==> src/rtl/mat_pkg.sv <==
// Shared constants and FSM encoding for the matrix add/sub scheduler.
package mat_pkg;

  // Elements per 3x3 operand matrix.
  localparam int MAT_SIZE = 9;
  // Reads per job: 9 A elements followed by 9 B elements.
  localparam int LOAD_LEN = 18;
  // Width of the requester read address (0..17).
  localparam int SRC_AW   = 5;
  // Width of engine element addresses and result indices (0..8).
  localparam int IDX_W    = 4;

  // Scheduler FSM states. The encoding is exported on dbg_state.
  typedef enum logic [2:0] {
    IDLE    = 3'd0,
    LOAD    = 3'd1,
    START   = 3'd2,
    RUN     = 3'd3,
    RELEASE = 3'd4
  } state_t;

endpackage

==> src/rtl/matrix_addsub_sched_rr_arbiter.sv <==
// Combinational round-robin arbiter: picks the first set request at or
// after the pointer, wrapping. The pointer register lives in the caller.
module rr_arbiter #(
  parameter int NREQ = 4,
  parameter int PW   = (NREQ > 1) ? $clog2(NREQ) : 1
) (
  input  logic [NREQ-1:0] req,
  input  logic [PW-1:0]   ptr,
  output logic [NREQ-1:0] grant,
  output logic            any
);

  // Scan NREQ positions starting at ptr; the first hit wins.
  always_comb begin
    logic          found;
    logic [PW-1:0] idx;
    grant = '0;
    found = 1'b0;
    idx   = '0;
    for (int i = 0; i < NREQ; i++) begin
      idx = PW'((int'(ptr) + i) % NREQ);
      if (!found && req[idx]) begin
        grant[idx] = 1'b1;
        found      = 1'b1;
      end
    end
  end

  assign any = |req;

endmodule

==> src/rtl/matrix_addsub_sched.sv <==
// Round-robin scheduler sharing one 3x3 add/sub engine among NREQ
// requesters. A job: grant, pull 18 operand elements from the requester,
// write them into the engine, start it, route its 9 results back, release.
//
// Handshakes (all strobes are single-cycle, no backpressure anywhere):
//   src_rd/src_addr -> requester returns src_data exactly one cycle later.
//   eng_*_wen writes take effect on the clock edge they are high.
//   eng_c_valid is accepted only in RUN; each accepted result is forwarded
//   on res_valid/res_data/res_idx one cycle later.
//   job_done (and job_err) pulse for one cycle in RELEASE.
module matrix_addsub_sched
  import mat_pkg::*;
#(
  parameter int NREQ       = 4,
  parameter int DATA_WIDTH = 32,
  parameter int TIMEOUT    = 64
) (
  input  logic                       clk,
  input  logic                       rst,
  input  logic [NREQ-1:0]            req,
  input  logic [NREQ-1:0]            req_op,
  output logic [NREQ-1:0]            gnt,
  output logic                       src_rd,
  output logic [SRC_AW-1:0]          src_addr,
  input  logic [NREQ*DATA_WIDTH-1:0] src_data,
  output logic                       eng_start,
  output logic                       eng_op,
  output logic [DATA_WIDTH-1:0]      eng_a_in,
  output logic [DATA_WIDTH-1:0]      eng_b_in,
  output logic [IDX_W-1:0]           eng_a_addr,
  output logic [IDX_W-1:0]           eng_b_addr,
  output logic                       eng_a_wen,
  output logic                       eng_b_wen,
  input  logic [DATA_WIDTH-1:0]      eng_c_out,
  input  logic                       eng_c_valid,
  input  logic                       eng_done,
  output logic [NREQ-1:0]            res_valid,
  output logic [DATA_WIDTH-1:0]      res_data,
  output logic [IDX_W-1:0]           res_idx,
  output logic [NREQ-1:0]            job_done,
  output logic                       job_err,
  output logic                       busy,
  output logic [2:0]                 dbg_state
);

  localparam int PW  = (NREQ > 1) ? $clog2(NREQ) : 1;
  localparam int WDW = $clog2(TIMEOUT) + 1;
  localparam logic [WDW-1:0]    WD_LAST   = WDW'(TIMEOUT - 1);
  localparam logic [WDW-1:0]    WD_MAX    = '1;
  localparam logic [SRC_AW-1:0] LOAD_LAST = SRC_AW'(LOAD_LEN - 1);
  localparam logic [SRC_AW-1:0] B_BASE    = SRC_AW'(MAT_SIZE);
  localparam logic [IDX_W-1:0]  RES_FULL  = IDX_W'(MAT_SIZE);
  localparam logic [IDX_W-1:0]  RES_MAX   = '1;
  localparam logic [PW-1:0]     PTR_LAST  = PW'(NREQ - 1);

  state_t                  state;
  state_t                  state_nxt;
  logic [NREQ-1:0]         arb_grant;
  logic                    arb_any;
  logic [PW-1:0]           ptr;
  logic [PW-1:0]           gnt_idx;
  logic [SRC_AW-1:0]       load_cnt;
  logic [IDX_W-1:0]        res_cnt;
  logic [WDW-1:0]          wdog;
  logic                    wd_hit;
  logic                    wd_fired;
  logic                    wr_pend;
  logic [SRC_AW-1:0]       wr_addr;
  logic [DATA_WIDTH-1:0]   src_sel;
  logic                    res_fire;

  rr_arbiter #(.NREQ(NREQ), .PW(PW)) u_arb (
    .req   (req),
    .ptr   (ptr),
    .grant (arb_grant),
    .any   (arb_any)
  );

  assign wd_hit    = (wdog == WD_LAST);
  assign res_fire  = (state == RUN) && eng_c_valid;
  assign dbg_state = state;

  // Index of the granted requester, used to advance the pointer.
  always_comb begin
    gnt_idx = '0;
    for (int i = 0; i < NREQ; i++) begin
      if (gnt[i]) gnt_idx = PW'(i);
    end
  end

  // Read-data mux: gnt is one-hot, so an AND-OR select is enough.
  always_comb begin
    src_sel = '0;
    for (int i = 0; i < NREQ; i++) begin
      src_sel = src_sel | (src_data[i*DATA_WIDTH +: DATA_WIDTH] & {DATA_WIDTH{gnt[i]}});
    end
  end

  // FSM state register.
  always_ff @(posedge clk or posedge rst) begin
    if (rst) state <= IDLE;
    else     state <= state_nxt;
  end

  // FSM next-state logic.
  always_comb begin
    state_nxt = state;
    case (state)
      IDLE:    if (arb_any) state_nxt = LOAD;
      LOAD:    if (load_cnt == LOAD_LAST) state_nxt = START;
      START:   state_nxt = RUN;
      RUN:     if (eng_done || wd_hit) state_nxt = RELEASE;
      RELEASE: state_nxt = IDLE;
      default: state_nxt = IDLE;
    endcase
  end

  // State-decoded outputs: requester reads, engine start, completion.
  always_comb begin
    src_rd    = 1'b0;
    src_addr  = '0;
    eng_start = 1'b0;
    job_done  = '0;
    job_err   = 1'b0;
    busy      = (state != IDLE);
    case (state)
      LOAD: begin
        src_rd   = 1'b1;
        src_addr = load_cnt;
      end
      START: eng_start = 1'b1;
      RELEASE: begin
        job_done = gnt;
        job_err  = wd_fired || (res_cnt != RES_FULL);
      end
      default: ;
    endcase
  end

  // Engine write port: the read issued last cycle lands now. The last
  // write overlaps the START cycle.
  always_comb begin
    eng_a_wen  = wr_pend && (wr_addr < B_BASE);
    eng_b_wen  = wr_pend && (wr_addr >= B_BASE);
    eng_a_in   = eng_a_wen ? src_sel : '0;
    eng_b_in   = eng_b_wen ? src_sel : '0;
    eng_a_addr = eng_a_wen ? IDX_W'(wr_addr) : '0;
    eng_b_addr = eng_b_wen ? IDX_W'(wr_addr - B_BASE) : '0;
  end

  // Job bookkeeping: grant/op capture, counters, watchdog, pointer.
  always_ff @(posedge clk or posedge rst) begin
    if (rst) begin
      gnt      <= '0;
      eng_op   <= 1'b0;
      ptr      <= '0;
      load_cnt <= '0;
      res_cnt  <= '0;
      wdog     <= '0;
      wd_fired <= 1'b0;
    end else begin
      case (state)
        IDLE: begin
          if (arb_any) begin
            gnt      <= arb_grant;
            eng_op   <= |(req_op & arb_grant);
            load_cnt <= '0;
          end
        end
        LOAD: load_cnt <= load_cnt + SRC_AW'(1);
        START: begin
          res_cnt  <= '0;
          wdog     <= '0;
          wd_fired <= 1'b0;
        end
        RUN: begin
          if (wdog != WD_MAX) wdog <= wdog + WDW'(1);
          // Saturate so an over-long result burst still reads as a bad count.
          if (eng_c_valid && (res_cnt != RES_MAX)) res_cnt <= res_cnt + IDX_W'(1);
          if (wd_hit && !eng_done) wd_fired <= 1'b1;
        end
        RELEASE: begin
          gnt <= '0;
          ptr <= (gnt_idx == PTR_LAST) ? '0 : gnt_idx + PW'(1);
        end
        default: ;
      endcase
    end
  end

  // One-stage write pipeline tracking the read issued in LOAD.
  always_ff @(posedge clk or posedge rst) begin
    if (rst) begin
      wr_pend <= 1'b0;
      wr_addr <= '0;
    end else begin
      wr_pend <= (state == LOAD);
      wr_addr <= load_cnt;
    end
  end

  // One-stage result pipeline back to the granted requester.
  always_ff @(posedge clk or posedge rst) begin
    if (rst) begin
      res_valid <= '0;
      res_data  <= '0;
      res_idx   <= '0;
    end else begin
      res_valid <= res_fire ? gnt : '0;
      if (res_fire) begin
        res_data <= eng_c_out;
        res_idx  <= res_cnt;
      end
    end
  end

endmodule

==> config.mk <==
export PLATFORM = sky130hd
export DESIGN_NAME = matrix_addsub_sched
export DESIGN_NICKNAME = d
export VERILOG_FILES = /design/src/rtl/mat_pkg.sv /design/src/rtl/matrix_addsub_sched_rr_arbiter.sv /design/src/rtl/matrix_addsub_sched.sv
export SDC_FILE = /design/constraint.sdc
export NUM_CORES = 1
export LEC_CHECK = 0
export CORE_ASPECT_RATIO = 0.9
export CORE_MARGIN = 4
export CORE_UTILIZATION = 25
export DETAILED_ROUTE_END_ITERATION = 12
export PLACE_DENSITY = 0.64
export SETUP_SLACK_MARGIN = 0.5
export SLEW_MARGIN = 20
export SYNTH_ARGS = -nofsm -noshare
export SYNTH_HDL_FRONTEND = slang
export SYNTH_SLANG_ARGS = --single-unit
export TNS_END_PERCENT = 50
==> constraint.sdc <==
create_clock -name clk -period 3.5 [get_ports clk]
set_input_delay 0.525 -clock clk [delete_from_list [all_inputs] [get_ports clk]]
set_output_delay 0.525 -clock clk [all_outputs]
set_load 0.1 [all_outputs]
==> results of run 1 <==
-- through the flow --
stage | cell area (sq um) | util [%]
finish | 8330 | 49.3
global route | 8330 | 49.3
CTS | 8310 | 49.2
detailed placement | 7980 | 47.2
global placement | 7980 | 47.2
floorplan | 4300 | -
-- timing repair --
action                                 4_1_cts  5_1_grt
endpoints found under the hold margin        0        0
buffers inserted                             0        0
resized for setup                            1        1
pin swaps                                    0        0
setup endpoints to repair                    2        2
-- flip-flops by register name (all words and copies together), names as in the netlist --
signal / cells
wr_pend: 1
load_cnt: 5
wd_fired: 1
res_cnt: 4
res_data: 32
dbg_state: 3
res_valid: 4
gnt: 4
wr_addr: 5
ptr: 2
eng_op: 1
wdog: 7
res_idx: 4
-- final cells by class --
| cell class | instances | area (sq um) | area share, % |
|---|---|---|---|
| timing repair buffer | 320 | 3520 | 42.3 |
| multi-input combinational | 327 | 2300 | 27.6 |
| sequential | 73 | 1830 | 22.0 |
| tap | 211 | 264 | 3.17 |
| clock buffer | 10 | 229 | 2.75 |
| clock inverter | 5 | 104 | 1.25 |
| inverter | 19 | 72.6 | 0.872 |
| antenna | 4 | 10.0 | 0.120 |
-- synth_stat cells, drive strengths merged, types with 2 or more instances --
| master | n | area share (%) |
|---|---|---|
| mux4 | 4 | 2.4 |
| a31oi | 3 | 0.44 |
| nand4 | 6 | 0.87 |
| and2 | 6 | 0.87 |
| clkbuf | 30 | 2.6 |
| nor2b | 3 | 0.44 |
| a22o | 33 | 6.7 |
| clkinv | 2 | 0.17 |
| nor3 | 2 | 0.23 |
| nand2 | 20 | 1.7 |
| nand3 | 6 | 0.70 |
| a221oi | 34 | 6.9 |
| nor3b | 2 | 0.35 |
| o31ai | 2 | 0.35 |
| mux2 | 36 | 9.4 |
| inv | 17 | 1.5 |
| a21oi | 8 | 0.93 |
| o21ai | 23 | 2.7 |
| ha | 14 | 4.1 |
| and3 | 3 | 0.44 |
| nand3b | 3 | 0.52 |
| nand2b | 2 | 0.29 |
| xor2 | 5 | 1.0 |
| nor2 | 99 | 8.7 |
| dfrtp | 73 | 43 |
-- layer usage --
metal | up-vias | track usage [%]
met5 | - | 0
met4 | 0 | 7.63
li1 | 2234 | -
met3 | 31 | 5.53
met2 | 248 | 32.0
met1 | 2329 | 22.1
-- placed cells by master (no fill, tap or decap), drive strengths merged, types with 5 or more instances in the layout --
cell type / Yosys / routed
a21oi: 8 / 8
a221oi: 34 / 34
a22o: 33 / 33
and2: 6 / 6
buf: 1 / 107
clkbuf: 30 / 10
clkdlybuf4s50: 0 / 213
dfrtp: 73 / 73
ha: 14 / 14
inv: 17 / 17
mux2: 36 / 36
nand2: 20 / 20
nand3: 6 / 6
nand4: 6 / 6
nor2: 99 / 99
o21ai: 23 / 23
xor2: 5 / 5
-- critical path: cells and delay by family (launching register included) --
kind                   cells  cell delay, ns
DFF                        1            0.42
buffers and inverters      2            0.63
and+or+nand+nor            2            0.54
AOI/OAI and AO/OA          2            0.32
-- path summary, 6_finish.rpt --
| check | cells after the start | from | end | slack, ns |
|---|---|---|---|---|
| max in group asynchronous | 3 | rst | res_data[12]$_DFFE_PP0P_ | 2.04 |
| hold reg to reg | 0 | load_cnt[4]$_DFFE_PP0P_ | wr_addr[4]$_DFF_PP0_ | 0.48 |
| setup reg to reg | 7 | ptr[0]$_DFFE_PP0P_ | eng_op$_DFFE_PP0P_ | 0.76 |
| setup / recovery | 6 | wr_addr[0]$_DFF_PP0_ | eng_b_in[3] | 0.72 |
| min in group asynchronous | 2 | rst | res_data[5]$_DFFE_PP0P_ | 0.65 |
| hold / removal | 0 | load_cnt[4]$_DFFE_PP0P_ | wr_addr[4]$_DFF_PP0_ | 0.48 |
-- cell families (layout without fill, tap and decap cells) --
kind of cell	count (synthesis)	after routing	share of synthesized area, %
compound gates	110	110	19.4
mux	40	40	11.8
flops	73	73	42.5
buf+inv	50	354	4.54
other cells	0	4	0
fa+ha+maj	14	14	4.08
simple gates	157	157	16.4
xor+xnor	6	6	1.22
==> impl_metrics.csv, run 1 <==
group,metric,value,unit
status,status,"completed",
sta,max_slew_margin,32.2,%
clock_tree,cts.path.max_buffers,2,
grt,grt_use_total,18.7,%
route,wl_met3,1550,um
floorplanning,die_h,132,um
worst_setup_path,startpoint_type,"flip-flop",
floorplanning,dieArea,19300,sq um
layout,fin_nets,936,
layout,fillerInstances,1552,
floorplanning,start_util,25.4,%
worst_setup_path,crit_path_max_incr_delay,0.42,ns
clock_tree,hold_buffers,0,
placed_design,gp_congestion,0.904,
clock_tree,ctsHtreeMaxLevel,3,
worst_setup_path,cpMaxStageDelayCell,"dfrtp_1",
sta,max_freq,360,MHz
route,ant_nets,0,
route,vias,4842,
grt,grt-ovfl-total,0,
sta,final_max_slew_viol_count,0,
synthesis,synth_cell_type_count,41,
route,highest_layer,"met4",
clock_tree,numCtsBuffers,9,
clock_tree,cts_tree,"yes",
synthesis,ys_seq_elements,73,
route,firstDrtPassIters,4,
synthesis,ys_async_sr_fraction,100,%
floorplanning,fp.dieW,146,um
sta,finalCriticalPeriod,2.78,ns
sta,whs,0.480,ns
route,wl_met1,7370,um
worst_setup_path,required,2.97,ns
sta,rsz0062_at_grt,"false",
sta,fin_crit_sh,79.5,%
synthesis,ys_warn_count,0,
worst_setup_path,crit_chain,"or3_1 -> o21a_1 -> o21ai_4 -> buf_4 -> nor2_1 -> buf_4",
clock_tree,clk_latency,0.33,ns
worst_setup_path,timing.critical_path.mode_cell,"buf_4",
grt,grt_pass1_wl,28700,um
synthesis,synthCells,450,
synthesis,syn_nets,636,
synthesis,syn_area,4300,sq um
worst_setup_path,end_kind,"output pin",
grt,antenna_found_initial,4,
clock_tree,clock-root-buffer,"clkbuf_16",
clock_tree,cts.reportedPaths.clkPinSlew,0.06,ns
worst_setup_path,crit_type,"flip-flop to output pin",
synthesis,synthFlopType,"dfrtp_1",
grt,grt_max_degree,50,
placed_design,dp.cells,950,
sta,fin_ws,0.719,ns
sta,tightest_slew,1.01,ns
synthesis,synth_edf_count,0,
layout,drive_gt1_share,21.9,%
route,wirelength,18900,um
worst_setup_path,crit_arrival,2.26,ns
route,drtIter0Drc,191,
min_path,hp-class,"flip-flop to flip-flop",
layout,fin_cells,969,
placed_design,port_buffers,306,
route,viasPerCell,5.00,
floorplanning,row_count,45,
floorplanning,io_pins,307,
floorplanning,core,16900,sq um
sta,hold_viol_final,0,
synthesis,syn_avg_cell_area,9.55,sq um
worst_setup_path,cp_max_fo,37,
sta,finalSetupViolations,0,
run,drv_cap,0,
synthesis,seq_area_frac_synth,42.5,%
placed_design,place_ws,0.693,ns
route,wl_met2,9460,um
grt,grt_pass1_vias,4923,
route,routedWlPerCell,19.5,um
layout,syn_to_final_growth,93.9,%
sta,setup-tns-final,0,ns
route,drc_errors,0,
placed_design,hpwl,15400,um
sta,clock_skew,0.00691,ns
clock_tree,cts.sinks,73,
Power of run 1 is left out: the tool's default activity adds up to more than one toggle a clock period on the data nets, which glitch-free logic cannot reach.
==> run 2, diff against run 1 <==
Settings changed: PLACE_DENSITY 0.64 to 0.67.
Clock period 3.5 ns to 2.5 ns, I/O delays scaled along.
==> run 2 against run 1 <==
Via count increased by 3.5%. Highest routed layer unchanged. Worst setup slack got worse by 0.70 ns. First-iteration DRC count decreased by 3.7%. Clock skew decreased by 0.00077 ns. Final cell count increased by 4.5%. Largest cell class unchanged. Sequential share of layout area decreased by 3.8 points. Critical path depth increased by 2.
==> impl_metrics.csv, run 2 (same netlist as run 1, synthesis figures left out) <==
group,metric,value,unit
sta,hold_viol_final,0,
route,drc_errors,0,
worst_setup_path,end_kind,"output pin",
grt,grt_max_degree,42,
floorplanning,io_pins,307,
sta,max_freq,403,MHz
route,drtIter0Drc,184,
worst_setup_path,cp_max_fo,6,
worst_setup_path,startpoint_type,"flip-flop",
route,viasPerCell,4.95,
run,drv_cap,0,
worst_setup_path,r2r_setup_slack,0.11,ns
clock_tree,clk_latency,0.33,ns
sta,tightest_slew,0.714,ns
sta,finalSetupViolations,0,
worst_setup_path,crit_arrival,2.10,ns
clock_tree,cts.sinks,73,
route,wirelength,20400,um
layout,fillerInstances,1326,
layout,fin_nets,983,
clock_tree,clock-root-buffer,"clkbuf_16",
sta,whs,0.470,ns
worst_setup_path,required,2.12,ns
placed_design,hpwl,16400,um
grt,grt-ovfl-total,0,
status,status,"completed",
clock_tree,cts.path.max_buffers,2,
route,vias,5011,
floorplanning,die_h,132,um
grt,grt_pass1_vias,5320,
route,firstDrtPassIters,6,
layout,layout_common_cells,"clkdlybuf4s50_1, buf_12, buf_4",
clock_tree,ctsHtreeMaxLevel,3,
sta,clock_skew,0.00614,ns
floorplanning,fp.dieW,146,um
route,routedWlPerCell,20.1,um
sta,max_slew_margin,52.3,%
layout,syn_to_final_growth,136,%
sta,final_max_slew_viol_count,0,
min_path,whs_path_depth,0,
floorplanning,dieArea,19300,sq um
worst_setup_path,reg2reg_depth,7,
clock_tree,cts.reportedPaths.clkPinSlew,0.06,ns
placed_design,gp_congestion,0.858,
floorplanning,row_count,45,
clock_tree,cts_tree,"yes",
sta,finalCriticalPeriod,2.48,ns
clock_tree,numCtsBuffers,9,
placed_design,placedInstanceArea,9330,sq um
floorplanning,core,16900,sq um
grt,grt_use_total,20.5,%
layout,top_register,"res_data",
sta,fin_crit_sh,99.2,%
min_path,hp-class,"flip-flop to flip-flop",
route,ant_nets,0,
layout,reg_top3,"res_data (32), wdog (7)",
layout,utilization,60.1,%
layout,final_common_cell,"clkdlybuf4s50_1",
placed_design,port_buffers,306,
placed_design,place_ws,0.00858,ns
grt,antenna_found_initial,1,
floorplanning,start_util,25.4,%
layout,largest_register_ffs,32,
grt,grt_pass1_wl,31300,um
layout,drive_gt1_share,48.2,%
worst_setup_path,crit_type,"flip-flop to output pin",
sta,fin_ws,0.0209,ns
sta,rsz0062_at_grt,"true",
layout,final_area,10100,sq um
[run 2: cell count changes in the layout (fill, tap and decap cells not counted), moves of 7 or more]
cell             before  now
buf_4                60   87
a221oi_1             33    9
buf_12               47   98
nor2_2                0    8
inv_1                16    9
clkdlybuf4s50_1     213  171
nor2_1               99   24
a221oi_2              1   21
nor2_4                0   67
[run 2: final cells by class]
class	instances	area (sq um)	area share [%]
clock buffers	9	225	2.22
repair buffers	367	4520	44.5
clock inverters	6	108	1.06
well taps	211	264	2.60
flip-flops and latches	73	1840	18.2
inverters	19	93.8	0.925
multi-input cells	327	3090	30.5
diodes	1	2.50	0.0247
[run 2: repair_timing]
action,4_1_cts,5_1_grt
endpoints found under the setup margin,89,96
buffers inserted,15,1
pin swaps,16,24
cloned,3,0
hold buffers,0,0
resized for setup,22,26
[run 2: layer usage]
metal / global-route usage, % / up-vias / part of all wire (%) / wire, um
met1: 22.5 / 2406 / 37 / 7460
li1: - / 2341 / - / -
met2: 36.9 / 225 / 52 / 10600
met5: 0 / - / 0 / 0
met3: 6.43 / 39 / 7.6 / 1540
met4: 7.78 / 0 / 3.7 / 754
[run 2: worst max-delay path: stages, from the launching register on]
cell and delay [ns]:
dfrtp_1 0.37, or3_4 0.39, o21a_1 0.23, o21ai_4 0.16
buf_12 0.15, buf_8 0.12, buf_8 0.13, nor3b_4 0.05
buf_12 0.17
[run 2: path summary, 6_finish.rpt]
| path | start | to |
|---|---|---|
| max in group asynchronous | rst | gnt[0]$_DFFE_PP0P_ |
| min in group asynchronous | rst | res_data[19]$_DFFE_PP0P_ |
| hold reg to reg | load_cnt[4]$_DFFE_PP0P_ | wr_addr[4]$_DFF_PP0_ |
| hold / removal | load_cnt[4]$_DFFE_PP0P_ | wr_addr[4]$_DFF_PP0_ |
| setup / recovery | wr_addr[1]$_DFF_PP0_ | eng_b_addr[3] |
| setup reg to reg | ptr[0]$_DFFE_PP0P_ | eng_op$_DFFE_PP0P_ |
[run 2: per-stage QoR]
step / instances / TNS [ns]
after floorplan: 450 / 0
after global placement: 978 / 0
final: 1013 / 0
after detailed placement: 978 / 0
after global routing: 1013 / -0.646
after CTS: 1011 / 0
Power of run 2 is left out for the same reason.
==> run 3, diff against run 2 <==
Settings changed: CTS_CLUSTER_DIAMETER set to 80, PLACE_DENSITY 0.67 to 0.65, SYNTH_HIERARCHICAL set to 1.
==> run 3 against run 2 <==
Area after synthesis is 6.9% higher. Clock-buffer cell count is 1 higher. Global-route usage is 0.29 points lower. Design area is 3.4% higher. Die area rose by 6.5%. Synthesized cell count rose by 22%. Core utilization shrank 1.3 points. Register-to-register slack improved by 0.19 ns. Largest cell class unchanged.
==> impl_metrics.csv, run 3 <==
group,metric,value,unit
status,status,"completed",
synthesis,syn_nets,732,
grt,antenna_found_initial,3,
clock_tree,cts_tree,"yes",
synthesis,synth.area.top_cells,"dfrtp_1, nand2_1, nor2_1",
sta,clock_skew,0.00731,ns
synthesis,ys_warn_count,6,
synthesis,synthFlopType,"dfrtp_1",
sta,finalCriticalPeriod,2.44,ns
layout,regArea,1850,sq um
synthesis,synth_edf_count,0,
route,drc_errors,0,
route,drtIter0Drc,191,
layout,fin_nets,1062,
layout,top_register,"res_data",
layout,fillerInstances,1472,
placed_design,gp_congestion,0.844,
synthesis,yosysMostFrequentCell,"nand2_1",
worst_setup_path,required,2.12,ns
clock_tree,ctsHtreeMaxLevel,3,
layout,layout_common_cells,"clkdlybuf4s50_1, nand2_1, buf_12",
synthesis,syn_avg_cell_area,8.39,sq um
route,wirelength,22000,um
grt,grt_use_total,20.2,%
floorplanning,core,17800,sq um
route,ant_nets,0,
sta,hold_viol_final,0,
sta,rsz0062_at_grt,"true",
grt,grt_pass1_vias,5415,
route,firstDrtPassIters,4,
min_path,hp-class,"input port to async pin",
floorplanning,fp.dieW,151,um
clock_tree,clk_latency,0.33,ns
placed_design,hpwl,17200,um
layout,reg_top3,"res_data (32), wdog (7)",
layout,drive_gt1_share,40.0,%
sta,finalSetupViolations,0,
synthesis,syn_area,4590,sq um
sta,max_slew_margin,36.2,%
sta,final_max_slew_viol_count,0,
sta,setup-tns-final,0,ns
floorplanning,die_h,137,um
synthesis,synth.top_cell.area_share,39.8,%
layout,largest_register_ffs,32,
worst_setup_path,crit_arrival,2.07,ns
clock_tree,clock-root-buffer,"clkbuf_16",
layout,fin_cells,1125,
placed_design,dp.cells,1077,
synthesis,ys_seq_elements,73,
route,vias,5344,
placed_design,port_buffers,306,
synthesis,seq_area_frac_synth,39.8,%
worst_setup_path,cp_max_fo,5,
synthesis,synth_top_cells_by_count,"nand2_1, nor2_1, dfrtp_1",
clock_tree,cts.path.max_buffers,2,
layout,multi_input_area,3460,sq um
route,routedWlPerCell,19.5,um
clock_tree,cts.reportedPaths.clkPinSlew,0.06,ns
sta,tightest_slew,0.955,ns
floorplanning,start_util,25.7,%
sta,max_freq,410,MHz
synthesis,synthCells,547,
grt,grt-ovfl-total,0,
worst_setup_path,crit_type,"flip-flop to output pin",
clock_tree,hold_buffers,0,
synthesis,synth_cell_type_count,60,
sta,fin_crit_sh,97.6,%
synthesis,synth_area_leader_cell,"dfrtp_1",
worst_setup_path,reg2reg_depth,8,
floorplanning,dieArea,20600,sq um
grt,grt_max_degree,38,
run,drv_cap,0,
layout,final_common_cell,"clkdlybuf4s50_1",
floorplanning,row_count,46,
floorplanning,io_pins,307,
worst_setup_path,startpoint_type,"flip-flop",
clock_tree,cts.sinks,73,
worst_setup_path,end_kind,"output pin",
route,viasPerCell,4.75,
layout,syn_to_final_growth,128,%
grt,grt_pass1_wl,32000,um
synthesis,ys_async_sr_fraction,100,%
clock_tree,numCtsBuffers,9,
==> run 3: final timing paths <==
kind | start | endpoint | slack (ns)
setup / recovery | wr_addr[0]$_DFF_PP0_ | eng_b_in[11] | 0.06
hold / removal | rst | res_data[20]$_DFFE_PP0P_ | 0.32
setup reg to reg | ptr[1]$_DFFE_PP0P_ | eng_op$_DFFE_PP0P_ | 0.30
hold reg to reg | res_data[7]$_DFFE_PP0P_ | res_data[7]$_DFFE_PP0P_ | 0.47
max in group asynchronous | rst | dbg_state[2]$_DFFE_PP0P_ | 1.68
min in group clk | res_data[7]$_DFFE_PP0P_ | res_data[7]$_DFFE_PP0P_ | 0.47
==> run 3: cell type report <==
cell class / count / area share, %
antenna: 3 / 0.0716
clock buffer: 10 / 2.18
clock inverter: 6 / 0.644
inverter: 21 / 0.859
multi-input combinational: 410 / 33.0
sequential: 73 / 17.6
tap: 240 / 2.86
timing repair buffer: 362 / 42.8
==> run 3: timing repair <==
action,in CTS,in global routing
pin swaps,5,6
endpoints found under the setup margin,89,93
cloned,3,3
hold endpoints to repair,0,0
buffers inserted,19,4
gates resized for setup,26,12
==> run 3: cells by family after synthesis <==
logic type / after synthesis / share of synthesized area, %
simple gates: 262 / 25.0
flops: 73 / 39.8
compound gates: 123 / 21.3
buf+inv: 64 / 6.46
xor+xnor: 2 / 0.382
fa+ha+maj: 13 / 3.54
mux: 10 / 3.49
==> run 3: layer usage <==
| layer | GRT usage [%] | part of all wire, % |
|---|---|---|
| met5 | 0 | 0 |
| met1 | 23.6 | 38 |
| met4 | 6.50 | 2.9 |
| met2 | 36.3 | 52 |
| met3 | 4.90 | 7.2 |
==> run 3: worst max-delay path, stage by stage (launching register included) <==
cell       delay, ns
dfrtp_2         0.44
ha_4            0.17
o41a_1          0.34
o21ai_4         0.23
buf_12          0.17
clkbuf_16       0.17
nor2_4          0.04
buf_12          0.18
==> run 3: per-stage QoR <==
step                hold slack (ns)  worst slack [ns]  util, %  area [sq um]
floorplan                     0.417            0.0333        -          5590
global placement              0.460             0.174     53.7          9580
detailed placement            0.463             0.120     53.7          9580
CTS                           0.319            0.0534     57.6         10300
global route                  0.339           0.00798     58.8         10500
finish                        0.319            0.0588     58.8         10500
Power of run 3 is left out for the same reason.
